[config.mk]
export PLATFORM = sky130hd
export DESIGN_NAME = mul_result_stage_flat
export DESIGN_NICKNAME = d
export VERILOG_FILES = /design/src/rtl/mul_result_stage_if.sv /design/src/rtl/mul_result_stage.sv /design/src/flat_wrapper.sv
export SDC_FILE = /design/constraint.sdc
export NUM_CORES = 1
export LEC_CHECK = 0
export BUFFER_PORTS_ARGS = -buffer_cell sky130_fd_sc_hd__buf_2
export CELL_PAD_IN_SITES_DETAIL_PLACEMENT = 0
export CELL_PAD_IN_SITES_GLOBAL_PLACEMENT = 1
export CORE_UTILIZATION = 42
export CTS_CLUSTER_SIZE = 24
export DETAILED_ROUTE_END_ITERATION = 16
export PLACE_DENSITY_LB_ADDON = 0.1
export RECOVER_POWER = 25
export SLEW_MARGIN = 20
export SYNTH_ARGS = -nofsm -noshare
export SYNTH_HDL_FRONTEND = slang
export SYNTH_SLANG_ARGS = --single-unit
[constraint.sdc]
create_clock -name clk -period 2.9 [get_ports clk]
set_clock_uncertainty 0.1 [all_clocks]
set_input_delay 0.435 -clock clk [delete_from_list [all_inputs] [get_ports clk]]
set_output_delay 0.435 -clock clk [all_outputs]
set_load 0.02 [all_outputs]
[src/rtl/mul_result_stage_if.sv]
// Valid/ready bundle between the multiplier, this result stage and the register-file writeback port.
interface mul_result_stage_if #(
  parameter int N  = 16,
  parameter int AW = 3
);
  logic            in_valid;
  logic            in_ready;
  logic [2*N-1:0]  in_prod;
  logic [AW-1:0]   in_rd;
  logic [1:0]      in_op;
  logic            out_valid;
  logic            out_ready;
  logic [N-1:0]    out_data;
  logic [AW-1:0]   out_rd;

  modport master (
    output in_valid, in_prod, in_rd, in_op, out_ready,
    input  in_ready, out_valid, out_data, out_rd
  );

  modport slave (
    input  in_valid, in_prod, in_rd, in_op, out_ready,
    output in_ready, out_valid, out_data, out_rd
  );
endinterface

[src/rtl/mul_result_stage.sv]
// Registered result stage after the 16x16 multiplier: selects LO/HI/MAC result, buffers it in a
// small FIFO for register-file writeback, and owns the multiply-accumulate register.
module mul_result_stage #(
  parameter int N     = 16,
  parameter int AW    = 3,
  parameter int DEPTH = 2
) (
  input  logic               clk,
  input  logic               rst_n,
  mul_result_stage_if.slave  bus,
  input  logic               flush,
  output logic [2*N-1:0]     acc,
  output logic               acc_ovf
);

  localparam int PW = (DEPTH > 1) ? $clog2(DEPTH) : 1;
  localparam int CW = $clog2(DEPTH + 1);

  typedef enum logic [1:0] {
    OP_LO     = 2'b00,
    OP_HI     = 2'b01,
    OP_MAC    = 2'b10,
    OP_CLRACC = 2'b11
  } op_e;

  op_e             op;
  logic            live;
  logic [PW-1:0]   wr_ptr;
  logic [PW-1:0]   rd_ptr;
  logic [CW-1:0]   count;
  logic [N-1:0]    data_mem [DEPTH];
  logic [AW-1:0]   rd_mem   [DEPTH];
  logic            accept;
  logic            enq;
  logic            pop;
  logic [2*N:0]    acc_next;
  logic [N-1:0]    enq_data;

  assign op       = op_e'(bus.in_op);
  assign acc_next = {1'b0, acc} + {1'b0, bus.in_prod};

  // live holds in_ready low while in reset and for the first edge after release
  assign bus.in_ready  = live && (count < CW'(DEPTH)) && !flush;
  assign bus.out_valid = (count != '0);
  assign bus.out_data  = data_mem[rd_ptr];
  assign bus.out_rd    = rd_mem[rd_ptr];

  assign accept = bus.in_valid && bus.in_ready;
  assign enq    = accept && (op != OP_CLRACC);
  assign pop    = bus.out_valid && bus.out_ready && !flush;

  always_comb begin
    enq_data = bus.in_prod[N-1:0];
    case (op)
      OP_HI:   enq_data = bus.in_prod[2*N-1:N];
      OP_MAC:  enq_data = acc_next[N-1:0];
      default: enq_data = bus.in_prod[N-1:0];
    endcase
  end

  always_ff @(posedge clk or negedge rst_n) begin
    if (!rst_n) begin
      live   <= 1'b0;
      wr_ptr <= '0;
      rd_ptr <= '0;
      count  <= '0;
      for (int i = 0; i < DEPTH; i++) begin
        data_mem[i] <= '0;
        rd_mem[i]   <= '0;
      end
    end else begin
      live <= 1'b1;
      if (flush) begin
        wr_ptr <= '0;
        rd_ptr <= '0;
        count  <= '0;
      end else begin
        if (enq) begin
          data_mem[wr_ptr] <= enq_data;
          rd_mem[wr_ptr]   <= bus.in_rd;
          wr_ptr           <= wr_ptr + PW'(1);
        end
        if (pop) begin
          rd_ptr <= rd_ptr + PW'(1);
        end
        case ({enq, pop})
          2'b10:   count <= count + CW'(1);
          2'b01:   count <= count - CW'(1);
          default: count <= count;
        endcase
      end
    end
  end

  // Accumulator only moves on an accepted MAC/CLRACC; flush never reaches it because accept is low
  always_ff @(posedge clk or negedge rst_n) begin
    if (!rst_n) begin
      acc     <= '0;
      acc_ovf <= 1'b0;
    end else if (accept) begin
      if (op == OP_MAC) begin
        acc <= acc_next[2*N-1:0];
        if (acc_next[2*N]) begin
          acc_ovf <= 1'b1;
        end
      end else if (op == OP_CLRACC) begin
        acc     <= '0;
        acc_ovf <= 1'b0;
      end
    end
  end

endmodule
[src/flat_wrapper.sv]
// flat-port wrapper written by rule: the top's interface ports become plain ports
module mul_result_stage_flat 
#(
  parameter int N     = 16,
  parameter int AW    = 3,
  parameter int DEPTH = 2
)
  (clk, rst_n, flush, acc, acc_ovf, bus_in_valid, bus_in_prod, bus_in_rd, bus_in_op, bus_out_ready, bus_in_ready, bus_out_valid, bus_out_data, bus_out_rd);
  mul_result_stage_if #(.N(N), .AW(AW)) bus_i ();
  input  logic clk;
  input  logic rst_n;
  input  logic flush;
  output logic [2*N-1:0] acc;
  output logic acc_ovf;
  input wire logic [$bits(bus_i.in_valid)-1:0] bus_in_valid;
  input wire logic [$bits(bus_i.in_prod)-1:0] bus_in_prod;
  input wire logic [$bits(bus_i.in_rd)-1:0] bus_in_rd;
  input wire logic [$bits(bus_i.in_op)-1:0] bus_in_op;
  input wire logic [$bits(bus_i.out_ready)-1:0] bus_out_ready;
  output wire logic [$bits(bus_i.in_ready)-1:0] bus_in_ready;
  output wire logic [$bits(bus_i.out_valid)-1:0] bus_out_valid;
  output wire logic [$bits(bus_i.out_data)-1:0] bus_out_data;
  output wire logic [$bits(bus_i.out_rd)-1:0] bus_out_rd;
  assign bus_i.in_valid = bus_in_valid;
  assign bus_i.in_prod = bus_in_prod;
  assign bus_i.in_rd = bus_in_rd;
  assign bus_i.in_op = bus_in_op;
  assign bus_i.out_ready = bus_out_ready;
  assign bus_in_ready = bus_i.in_ready;
  assign bus_out_valid = bus_i.out_valid;
  assign bus_out_data = bus_i.out_data;
  assign bus_out_rd = bus_i.out_rd;
  mul_result_stage #(.N(N), .AW(AW), .DEPTH(DEPTH)) u_core (.clk(clk), .rst_n(rst_n), .bus(bus_i), .flush(flush), .acc(acc), .acc_ovf(acc_ovf));
endmodule
* Yosys cells after proc, flatten, opt, wreduce, memory -nomap -nowiden
Cells that the tools add are included.
Cells by class: eq/ne operators 7, magnitude comparators 4, reduce and logical (&&, ||, !) cells 16, bitwise logic cells 3, mux-type cells 24, add/sub/neg operators 5
Operator list (number):
- 16-bit two-way mux | 4
- 32-bit two-way mux | 2
- 32-bit by 32-bit adder with 33-bit output | 1
- 32-bit bitwise mux | 1
- 16-bit one-hot mux with 2 select lines | 1
- 16-bit demux with 1-bit select | 1
- 3-bit two-way mux | 4
- 2-bit nonzero test | 4
- 1-bit logical AND | 7
- 1-bit two-way mux | 7
- 6-bit bitwise mux | 1
- 2-bit == test, second input constant | 3
- 2-bit by 1-bit == test with 1-bit output, second input constant | 2
- 2-bit greater-or-equal comparator, second input constant | 2
- 1-bit inverter with 2-bit output | 2
- 2-bit one-hot mux with 2 select lines | 1
- 2-bit AND reduction | 2
- 3-bit demux with 1-bit select | 1
- 3-bit AND reduction | 1
- 3-bit nonzero test | 1
- 1-bit adder, second input constant | 2
- 2-bit by 1-bit adder with 2-bit output, second input constant | 1
- 2-bit by 1-bit less-than comparator with 1-bit output, second input constant | 1
- 2-bit less-than comparator, second input constant | 1
- 6 further kinds | 6
Storage, ports and cells: input bits 42, register bits after elaboration 76, logic and storage cells 69, output and inout bits 54

* Logic depth before layout (Yosys ltp)
depth in word-level cells 8, depth in mapped cells 10

* Worst setup path after synthesis
Ideal clock, no wire load.
kind register -> register, from register u_core.acc[0], to register u_core.acc[30], stages on the path, launching flop included 11, setup time 0.126 ns, slack 0.163 ns, clock period less this slack 2.737 ns, arrival 2.511 ns, cells stage by stage dfrtp_1 ha_1 fa_1 a21o_1 a22oi_1 nor3_1 nor4b_2 o21ai_2 a21oi_4 o21ai_1 a221o_1
Between the ends: cells in the longest elaborated chain, start to end 2
Ends and longest elaborated chain:
- from (decl) | line mul_result_stage.sv:12 | output logic [2*N-1:0] acc,
- from (signal assigned) | line mul_result_stage.sv:102 | acc <= acc_next[2*N-1:0];
- 32-bit by 32-bit adder with 33-bit output | line mul_result_stage.sv:40 | assign acc_next = {1'b0, acc} + {1'b0, bus.in_prod};
- 32-bit two-way mux | line mul_result_stage.sv:101 | if (op == OP_MAC) begin
No other way between the ends. A chain may end at the register's enable or synchronous reset.

* Worst setup path in the final report
Same ends and word-level chain as after synthesis.

==> impl_metrics.yaml <==
status:
  outcome: "finished with violations"
  violations: "max-capacitance violations, max-slew violations"
worst_setup_path:
  crit_type: "reg -> reg"
  crit_arrival_ps: 2890
  crit_chain: "ha_1 > fa_2 > a21o_1 > a22oi_1 > nor3_1 > nor4b_2 > buf_4 > o21ai_4 > a21oi_4 > o21ai_1 > a221o_1"
  max_stage_delay_ps: 410
  cp.required_ps: 3030
  crit_slowest_cell: "dfrtp_1"
  path_buf_inv: 1
  startpoint_type: "flip-flop"
  crit_family: "compound AO/OA/AOI/OAI gates"
  path_max_fanout: 3
  end_kind: "flip-flop"
cts:
  clock-sinks: 76
  numCtsBuffers: 9
  tritoncts: "built"
  clk_latency_ps: 340
  clockBufferDepth: 2
  clkTransAtPathRegs_ps: 60
  post_cts_buffers: 0
  h-tree-depth: 3
  cts-root-buf: "clkbuf_16"
drt:
  wire_per_inst_um: 18.1
  post-route-drc-count: 0
  firstDrtPassIters: 4
  dr.first_iter.drc_count: 269
  antenna_left: 0
  avgViaCountPerCell: 5.60
  wirelength_um: 15400
  via_count: 4779
grt:
  antenna_found_initial: 0
  met2_usage: 0.402
  track_usage: 0.255
  use_met1: 0.343
  top_usage_layer: "met2"
  use_met3: 0.0509
  grt_pass1_wl_um: 24900
  grt_max_degree: 77
  grt-ovfl-total: 0
  grt_pass1_vias: 4576
synthesis:
  synth_seq_area_share: 0.366
  synthArstFlopShare: 1.00
  synth_warnings: 0
  ys.flop_type: "dfrtp_1"
  synthCells: 596
  syn_area_sq_um: 5190
  ys_ff_latch: 76
  synth_nets: 674
  yosysUniqueCellTypes: 58
  avgSynthCellArea_sq_um: 8.71
  synth-edff-count: 0
die:
  io_pins: 96
  die_y_um: 113
  num_rows: 40
  fp.coreArea_sq_um: 12000
  die_w_um: 113
  start_util: 0.432
  die_area_sq_um: 12800
timing:
  finalCriticalPeriod_ps: 2760
  final_hold_viol_count: 0
  slew_viol_final: 77
  fin_crit_sh: 0.951
  worst_pin_slew_ps: 1960
  relSlewSlack: -0.310
  rsz0062_at_grt: "no"
  max_freq_mhz: 363
  setup_viol: 0
job:
  maxCapViolCount: 1
final_layout:
  antenna_cells: 0
  layout-drive-gt1-share: 0.260
  nets: 780
  final_common_cell: "nand2_1"
  synthToLayoutAreaGrowth_pct: 21.3
  layout.cells.most_common_list: "140 x nand2_1, 94 x buf_2, 76 x dfrtp_1"
  fin_util: 0.525
power_and_ir_drop:
  pwr_density_cell_nw_per_um2: 809
  power_w: 0.00510
  ir_drop_uv: 393
  leakage_nw: 3.12
placement:
  place_hpwl_um: 11900
  place.gp.congestion: 0.905
  port_buffers: 95
worst_hold_path:
  holdCritPathClass: "in -> reg"
[state kept, by name, summed over array words and instances (netlist names)]
name and cells:
u_core.acc 32, u_core.data_mem 32, u_core.rd_mem 6, u_core.count 2, u_core.acc_ovf 1, u_core.live 1
u_core.rd_ptr 1, u_core.wr_ptr 1
[routing by layer]
layer  wire length, um  share of wire
met1              7180           0.47
met2              6970           0.45
met3               868          0.056
met4               408          0.026
met5                 0              0
[worst register-to-register path: stages (launching register included)]
cell	delay, ps
dfrtp_1	410
ha_1	220
fa_2	350
a21o_1	240
a22oi_1	180
nor3_1	90
nor4b_2	220
buf_4	170
o21ai_4	90
a21oi_4	200
o21ai_1	90
a221o_1	290
[where the power goes]
group / switching (W) / internal, W / total [W]
Combinational: 0.00147 / 0.00102 / 0.00249
Clock: 0.000442 / 0.000666 / 0.00111
Sequential: 0.000188 / 0.00131 / 0.00150
Total: 0.00210 / 0.00299 / 0.00510
[through the flow]
step	instance area [sq um]	hold WS (ps)	setup slack, ps	std cells	setup TNS, ps
finish	6300	196	143	854	0
global route	6300	211	5.81	854	0
CTS	6260	188	28.4	854	0
detailed placement	5970	358	-114	838	-502
global placement	5970	345	-67.2	838	-247
floorplan	5190	39.4	163	596	0
[worst paths after layout]
| path | from | endpoint | slack (ps) | cells after the start |
|---|---|---|---|---|
| setup / recovery | u_core.acc[0] | u_core.acc[30] | 140 | 11 |
| hold / removal | bus_in_rd[1] | u_core.rd_mem[1] | 200 | 3 |
| setup reg to reg | u_core.acc[0] | u_core.acc[30] | 140 | 11 |
| hold reg to reg | u_core.data_mem[8] | u_core.data_mem[8] | 370 | 2 |
| max in group asynchronous | rst_n | u_core.acc[8] | 1010 | 1 |
| min in group asynchronous | rst_n | u_core.data_mem[23] | 520 | 1 |
[area by class of cell]
cell class | count | area [sq um]
clock buffers | 12 | 236
clock inverters | 4 | 50.0
fillers | 1143 | 5710
inverters | 9 | 33.8
multi-input cells | 483 | 3200
flip-flops and latches | 76 | 1900
well taps | 147 | 184
repair buffers | 123 | 698
[synthesized netlist by cell type (10+ instances only)]
cell | instances | area share
nand2_1 | 140 | 0.10
dfrtp_1 | 76 | 0.37
a21oi_1 | 49 | 0.047
o21ai_0 | 47 | 0.045
ha_1 | 35 | 0.084
mux2_2 | 29 | 0.063
clkbuf_1 | 24 | 0.017
nor2_1 | 19 | 0.014
xnor2_1 | 18 | 0.030
a21o_1 | 16 | 0.023
xor2_1 | 10 | 0.017
[cell families (layout without fill, tap and decap cells)]
kind of cell / after synthesis / after routing / share of synthesized area
AND/OR/NAND/NOR: 213 / 213 / 0.182
AO/OA/AOI/OAI: 168 / 168 / 0.210
flip-flops: 76 / 76 / 0.366
multiplexers: 37 / 37 / 0.0783
buffers and inverters: 37 / 148 / 0.0275
adder cells (fa/ha/maj): 36 / 36 / 0.0882
XOR/XNOR: 28 / 28 / 0.0472
other: 1 / 1 / 0.000722
[timing repair]
item | 4_1_cts | 5_1_grt
setup endpoints to repair | 0 | 10
hold endpoints to repair | 0 | 0
gates resized for setup | 0 | 6
hold buffers | 0 | 0
Note: power is estimated with default switching activity, not from simulation.
